## src/rtl/joy2quad_pkg.sv

```systemverilog
// Shared types and constants for the multi-channel joystick-to-quadrature encoder.
// The Gray lookup sets the AB order that the game core decodes as wheel rotation.
package joy2quad_pkg;

    typedef enum logic [1:0] {NONE, RIGHT, LEFT} dir_t;
    typedef enum logic [1:0] {IDLE, RUN_R, RUN_L} state_t;

    localparam int ACCEL_STEPS     = 8;
    localparam int ACCEL_MAX_LEVEL = 3;

    // Exactly one of A/B toggles per phase increment, like a real optical wheel.
    function automatic logic [1:0] phase_to_ab(input logic [1:0] phase);
        case (phase)
            2'd0:    return 2'b00;
            2'd1:    return 2'b01;
            2'd2:    return 2'b11;
            default: return 2'b10;
        endcase
    endfunction

endpackage

```

## src/rtl/joy2quad_chan.sv

```systemverilog
// One steering channel: direction FSM, step-period counter, acceleration ramp,
// quadrature phase and wrap-around position counter, all in one registered block.
module joy2quad_chan
    import joy2quad_pkg::*;
#(
    parameter int DIV_W = 16,
    parameter int POS_W = 8
) (
    input  logic             CLK,
    input  logic             reset,
    input  logic [DIV_W-1:0] clkdiv,
    input  logic             accel_en,
    input  logic             left,
    input  logic             right,
    output logic [1:0]       steer,
    output logic [POS_W-1:0] position,
    output logic             stepped
);

    state_t           state;
    state_t           target;
    dir_t             dir;
    logic [DIV_W-1:0] cnt;
    logic [DIV_W-1:0] shifted;
    logic [DIV_W-1:0] period;
    logic [1:0]       level;
    logic [1:0]       eff_level;
    logic [2:0]       held;
    logic [1:0]       phase;
    logic [1:0]       next_phase;
    logic             terminal;

    always_comb begin
        dir = NONE;
        if (right && !left) begin
            dir = RIGHT;
        end else if (left && !right) begin
            dir = LEFT;
        end
    end

    always_comb begin
        case (dir)
            RIGHT:   target = RUN_R;
            LEFT:    target = RUN_L;
            default: target = IDLE;
        endcase
    end

    // Using >= rather than == lets a shrinking clkdiv fire immediately instead of overrunning.
    always_comb begin
        eff_level  = accel_en ? level : 2'd0;
        shifted    = clkdiv >> eff_level;
        period     = (shifted == '0) ? DIV_W'(1) : shifted;
        terminal   = (cnt >= period - DIV_W'(1));
        next_phase = (state == RUN_R) ? phase + 2'd1 : phase - 2'd1;
    end

    always_ff @(posedge CLK or posedge reset) begin
        if (reset) begin
            state    <= IDLE;
            cnt      <= '0;
            level    <= '0;
            held     <= '0;
            phase    <= '0;
            steer    <= '0;
            position <= '0;
            stepped  <= 1'b0;
        end else begin
            stepped <= 1'b0;
            if (target != state) begin
                // Entry, reversal or release: restart timing but keep phase and position.
                state <= target;
                cnt   <= '0;
                level <= '0;
                held  <= '0;
            end else if (state != IDLE) begin
                if (terminal) begin
                    cnt      <= '0;
                    phase    <= next_phase;
                    steer    <= phase_to_ab(next_phase);
                    position <= (state == RUN_R) ? position + POS_W'(1) : position - POS_W'(1);
                    stepped  <= 1'b1;
                    if (accel_en) begin
                        held <= held + 3'd1;
                        if (held == 3'(ACCEL_STEPS - 1) && level < 2'(ACCEL_MAX_LEVEL)) begin
                            level <= level + 2'd1;
                        end
                    end
                end else begin
                    cnt <= cnt + DIV_W'(1);
                end
            end
        end
    end

endmodule

```

## src/rtl/joy2quad_multi.sv

```systemverilog
// Multi-channel digital-to-quadrature steering encoder: one independent
// joy2quad_chan per channel, outputs concatenated with channel 0 in the LSBs.
module joy2quad_multi
    import joy2quad_pkg::*;
#(
    parameter int CHANNELS = 2,
    parameter int DIV_W    = 16,
    parameter int POS_W    = 8
) (
    input  logic                      CLK,
    input  logic                      reset,
    input  logic [DIV_W-1:0]          clkdiv,
    input  logic                      accel_en,
    input  logic [CHANNELS-1:0]       left,
    input  logic [CHANNELS-1:0]       right,
    output logic [2*CHANNELS-1:0]     steer,
    output logic [POS_W*CHANNELS-1:0] position,
    output logic [CHANNELS-1:0]       stepped
);

    for (genvar i = 0; i < CHANNELS; i++) begin : g_chan
        joy2quad_chan #(
            .DIV_W(DIV_W),
            .POS_W(POS_W)
        ) u_chan (
            .CLK      (CLK),
            .reset    (reset),
            .clkdiv   (clkdiv),
            .accel_en (accel_en),
            .left     (left[i]),
            .right    (right[i]),
            .steer    (steer[2*i +: 2]),
            .position (position[POS_W*i +: POS_W]),
            .stepped  (stepped[i])
        );
    end

endmodule

```

## config.mk

```make
export PLATFORM = sky130hd
export DESIGN_NAME = joy2quad_multi
export DESIGN_NICKNAME = d
export VERILOG_FILES = /design/src/rtl/joy2quad_pkg.sv /design/src/rtl/joy2quad_chan.sv /design/src/rtl/joy2quad_multi.sv
export SDC_FILE = /design/constraint.sdc
export NUM_CORES = 1
export LEC_CHECK = 0
export BUFFER_PORTS_ARGS = -buffer_cell sky130_fd_sc_hd__buf_2
export CORE_ASPECT_RATIO = 1.2
export CORE_MARGIN = 4
export CORE_UTILIZATION = 35
export DETAILED_ROUTE_END_ITERATION = 10
export PLACE_DENSITY_LB_ADDON = 0.25
export SETUP_SLACK_MARGIN = 0.3
export SLEW_MARGIN = 20
export SYNTH_ARGS = -nofsm -noshare
export SYNTH_HDL_FRONTEND = slang
export SYNTH_HIERARCHICAL = 1
export SYNTH_SLANG_ARGS = --single-unit
```

## constraint.sdc

```tcl
create_clock -name CLK -period 5.7 [get_ports CLK]
set_clock_uncertainty 0.05 [all_clocks]
set_input_delay 1.14 -clock CLK [delete_from_list [all_inputs] [get_ports CLK]]
set_output_delay 1.14 -clock CLK [all_outputs]
set_load 0.005 [all_outputs]
```

Word-level counts from Yosys, hierarchy flattened
Cells that the tools add are included.
Word-level totals
  register bits: 72
  output and inout bits: 22
Cells by class
  add/subtract/negate cells: 16
  magnitude comparators: 4
  equality and inequality tests: 14
  shift-type cells: 2
  multiplexer cells: 46
  bitwise logic cells: 2
  reduce and logical (&&, ||, !) cells: 30
Operators with widths (count)
  $mux 16: 8
  $mux 2: 18
  $add 16x1->16 const B: 2
  $ge 16x16->1: 2
  $logic_not 16->1: 2
  $shr 16x2->16: 2
  $sub 16x1->16 const B: 2
  $mux 3: 8
  $reduce_bool 2->1: 10
  $add 8x1->8 const B: 2
  $mux 8: 2
  $sub 8x1->8 const B: 2
  $eq 2x1->1 const B: 6
  $pmux 2 s3: 2
  $reduce_and 3->1: 4
  $add 2x1->2 const B: 4
  $eq 2x2->1 const B: 4
  $pmux 2 s2: 2
  $reduce_and 4->1: 2
  $add 3x1->3 const B: 2
  $eq 3x3->1 const B: 2
  $logic_and 1x1->1: 6
  $mux 1: 6
  $logic_not 1->1: 4
  5 further kinds: 10

Depth between registers and ports, before layout
  depth in word-level cells: 9
  depth in mapped cells: 24

Cells and area by module
The synthesis kept the hierarchy.
Modules (own cells, without submodules)
  joy2quad_chan at g_chan[0].u_chan: instances 1, cells each 363, area each 3256.9 sq um
  joy2quad_chan at g_chan[1].u_chan: instances 1, cells each 372, area each 3146.8 sq um

Worst setup path after synthesis
OpenSTA, ideal clock, no wires.
  path kind: input to register
  from: input accel_en
  to: register g_chan[0].u_chan.position[1]
  setup time: 125 ps
  data arrival time: 5636 ps
  required time: 5525 ps
  setup slack: -110 ps
  stages: 23
  cells stage by stage: buf_6 -> clkbuf_1 -> nand2_1 -> nand3_1 -> o31ai_1 -> o2111ai_1 -> nor2_1 -> a21oi_1 -> ha_1 -> nand2b_1 -> or4b_1 -> a2bb2o_4 -> nand2b_4 -> nor4_2 -> mux2i_1 -> ha_1 -> nand4_1 -> nor3_1 -> a2111oi_0 -> o21a_1 -> nor2_2 -> buf_4 -> mux2_2
On the way
  cells in the longest elaborated chain, start to end: 7
RTL lines
  start: declaration: RTL line joy2quad_multi.sv:13  | input logic accel_en,
  $mux 2 (*): RTL line joy2quad_chan.sv:52  | eff_level = accel_en ? level : 2'd0;
  $shr 16x2->16 (*): RTL line joy2quad_chan.sv:53  | shifted = clkdiv >> eff_level;
  $logic_not 16->1: RTL line joy2quad_chan.sv:54  | period = (shifted == '0) ? DIV_W'(1) : shifted;
  $mux 16 (*): RTL line joy2quad_chan.sv:54
  $sub 16x1->16 (*): RTL line joy2quad_chan.sv:55  | terminal = (cnt >= period - DIV_W'(1));
  $ge 16x16->1 (*): RTL line joy2quad_chan.sv:55
  $reduce_and 3->1 (no line) (*)
  end signal: assignment: RTL line joy2quad_chan.sv:82  | position <= (state == RUN_R) ? position + POS_W'(1) : position - POS_W'(1);
  end: declaration: RTL line joy2quad_chan.sv:16  | output logic [POS_W-1:0] position,
Mark *: on every way between the ends. The rest lies on a longest branch, timed or not.
A chain may end at the register's enable or synchronous reset.

Final worst setup path
  from: input accel_en
  to: register g_chan[0].u_chan.held[1]
On the way
  cells in the longest elaborated chain, start to end: 8
  elaborated cells on any way between the ends: 9
RTL lines
  $mux 2: RTL line joy2quad_chan.sv:52
  $shr 16x2->16: RTL line joy2quad_chan.sv:53
  $logic_not 16->1: RTL line joy2quad_chan.sv:54
  $mux 16: RTL line joy2quad_chan.sv:54
  $sub 16x1->16: RTL line joy2quad_chan.sv:55
  $ge 16x16->1: RTL line joy2quad_chan.sv:55
  $reduce_bool 2->1 (no line)
  $reduce_and 3->1 (no line) (*)
  end signal: assignment: RTL line joy2quad_chan.sv:85  | held <= held + 3'd1;
  end: declaration: RTL line joy2quad_chan.sv:28  | logic [2:0] held;
Marked as above.

==> impl_results.md <==
- Status: complete, no violations
- Synth area leaders: dfrtp_1 28%, ha_1 11%, xor2_1 5.3%
- CTS tree: yes
- Die H: 156.2 um
- WL final: 16,190 um
- Area grow syn2layout: 18.54%
- Post-synthesis mux area share: 7.855%
- Die Area: 0.02053 mm^2
- Critical path class: in -> reg
- Largest family of logic cells by synthesized area: simple AND/OR/NAND/NOR gates
- Crit path launch type: primary input
- Slowest library cell on the worst path: or4b_1
- Root Buffer: clkbuf_16
- Post-DP Area: 0.007167 mm^2
- Count of cell types in the netlist: 76
- Total power: 1.614 mW
- Site Rows: 53
- Post-Synth Adder-Cell Area: 11.18%
- Hold path endpoint: g_chan[1].u_chan/position[7]
- Worst hold path depth: 1
- Via density: 5.331
- P_leak: 3.487 nW
- Syn avg cell area: 8.712 um^2
- Grt ovf: 0
- Cells after Synth: 735
- Post-synthesis sequential element count: 72
- Area leader, netlist: dfrtp_1
- Fillers: 1,802
- Total track usage: 15.68%
- Cell Pwr Density: 212.6 mW/mm^2
- Avg WL per Cell: 15.64 um
- Register Area: 0.001802 mm^2
- Worst R2R Path Depth: 21
- Async S/R FF share, synth: 100.0%
- Worst R2R Start: g_chan[0].u_chan/level[0]
- Max IR drop VDD: 0.1967 mV
- Die width: 131.5 um
- Num ports: 45
- Hold Fails Final Rpt: 0
- Crit-path max cell delay: 0.54 ns
- 1st-iter DRT viols: 265
- Vias: 5,518
- Area of the core: 0.01777 mm^2
- Clk_lat worst skew: 0.34 ns
- FF-to-FF End: g_chan[0].u_chan/held[1]
- Hold Path Origin: g_chan[1].u_chan/position[7]
- Multi-input gate area: 0.004542 mm^2
- Antenna viol nets, final: 0
- CP Capture Type: flop
- Synth Area in Compound Gates: 18.56%
- Worst hold path class: reg -> reg
- Worst slew margin: 29.59%
- Commonest non-fill, non-tap cell in the layout: nor2_1
- Post-synth top area share: 28.14%
- Port Buffers: 44
- Most frequent cells in the layout: 80 x nor2_1, 72 x dfrtp_1, 69 x nand2_1
- CP required: 5.88 ns
- Post-synth EDFFs: 0
- Cell Chain, Critical Path: clkbuf_4 -> and3b_1 -> o21ai_2 -> a221oi_4 -> o2111ai_4 -> nor2_1 -> a21oi_2 -> ha_2 -> nand2b_1 -> or4b_1 -> a2bb2o_4 -> nand2b_4 -> nor4_4 -> mux2i_1 -> ha_1 -> nand4_1 -> inv_2 -> a2111oi_4 -> o21a_2 -> nor2_4 -> buf_6 -> a32o_1
- Vias in the first global route: 5,364
- Htree depth: 3
- RSZ-0062 raised after global routing: yes
- Post-route cell area: 0.007591 mm^2
- Fmax: 0.1907 GHz
- Final net count: 889
- Period utilisation layout: 92.01%
- Sequential share of the synthesized area: 28.14%
- Share of post-route cells with drive strength above 1: 20.12%
- Crit-path max FO: 12
- Synth Cell Area: 0.006404 mm^2
- Max-cap viol count: 0
- Predominant post-synthesis flop cell: dfrtp_1
- Drt drc: 0
- Synth Net Count: 814
- Synth Area in Simple Gates: 21.30%
- Clk sink count: 72
- Final setup fails: 0
- First-pass GRT wire length: 26,590 um
- Synth Warn #: 6
- Synth Area in XOR/XNOR: 9.574%
- Largest net degree at the start of global routing: 37
- Final GP Congestion: 0.8649
- R2R setup slack: 0.67 ns
- Fin crit period: 5.244 ns
- Clock slew at reported path FFs: 0.06 ns
- Hpwl dp: 12,280 um
- Initial antenna violation count: 1
- Pins Over Slew Limit: 0
- Worst-margin pin slew: 1.048 ns
- TritonRoute pass-1 iters: 5
- Num CTS Buffers: 9
- Starting Density: 36.03%
- Worst EP arrival: 5.42 ns
- Max clock buf depth: 2
- Ant. Diodes: 0
[critical path: cells and delay by family]
family	cells	cell delay, ns
AOI/OAI and AO/OA	8	1.76
adders and majority gates	2	0.46
muxes	1	0.23
buffers and inverters	3	0.45
and+or+nand+nor	8	1.39
[stage by stage]
step | utilization (%) | hold slack, ns | std cells | TNS (ns) | worst slack [ns]
after floorplan | - | 0.4119 | 735 | 0 | 0.3389
after global placement | 40.33 | 0.4029 | 1015 | 0 | 0.05210
after detailed placement | 40.33 | 0.4034 | 1015 | -1.424 | -0.1254
after CTS | 41.98 | 0.4160 | 1031 | 0 | 0.2981
after global routing | 42.71 | 0.4324 | 1035 | 0 | 0.2296
final | 42.71 | 0.4128 | 1035 | 0 | 0.4557
[cell usage after synthesis (10+ instances only)]
master,instances
and3_1,14
nand2b_1,12
mux2i_1,30
nand2_1,70
a21o_1,10
a21oi_1,37
nand3_1,23
o211ai_1,10
inv_1,19
ha_1,54
a211oi_1,12
nand4_1,14
o21ai_0,32
nor2_1,80
nor3_1,19
dfrtp_1,72
xor2_1,39
mux2_2,13
buf_2,15
xnor2_1,31
clkbuf_1,11
[how the worst max path moves through the flow]
stage | start | end | slack, ns | cells past startpoint
floorplan | accel_en | g_chan[0].u_chan/position[1] | 0.34 | 23
global placement | accel_en | g_chan[0].u_chan/cnt[15] | 0.05 | 21
detailed placement | accel_en | g_chan[0].u_chan/cnt[7] | -0.13 | 21
CTS | accel_en | g_chan[0].u_chan/position[6] | 0.30 | 21
global route | accel_en | g_chan[0].u_chan/held[2] | 0.23 | 22
finish | accel_en | g_chan[0].u_chan/held[1] | 0.46 | 22
[power breakdown]
part	internal (mW)	leakage [nW]	switching (mW)
Combinational	0.210	2.37	0.249
Sequential	0.562	0.975	0.0439
Clock	0.321	0.139	0.229
[flip-flops by register name, summed over array words and instances, names as in the netlist]
name / flops
g_chan.u_chan/held: 6
g_chan.u_chan/steer: 4
g_chan.u_chan/position: 16
g_chan.u_chan/state: 4
g_chan.u_chan/level: 4
g_chan.u_chan/phase: 4
g_chan.u_chan/cnt: 32
g_chan.u_chan/stepped: 2
[area by class of cell]
class / count / share of cell area [%]
sequential: 72 / 23.73
tap: 220 / 3.626
timing repair buffer: 93 / 8.044
inverter: 19 / 0.9395
clock inverter: 5 / 0.4945
multi-input combinational: 615 / 59.83
clock buffer: 11 / 3.329
[layer usage]
metal	vias to the layer above	part of all wire, %	global-route usage (%)
li1	2829	-	-
met1	2590	46	19.78
met2	76	49	27.08
met3	21	2.8	3.032
met4	2	2.1	5.153
met5	-	0.043	0
[cell families after synthesis]
family / Yosys count
and+or+nand+nor: 276
DFF: 72
AOI/OAI and AO/OA: 167
xor gates and xnor gates: 70
muxes: 46
buffers and inverters: 48
adders and majority gates: 56
[timing repair]
| action | 4_1_cts | 5_1_grt |
|---|---|---|
| setup endpoints to repair | 11 | 61 |
| pin swaps | 0 | 6 |
| buffers inserted | 0 | 4 |
| hold buffers | 0 | 0 |
| gates resized for setup | 1 | 26 |
No activity file was read; power rests on OpenSTA's default activity.
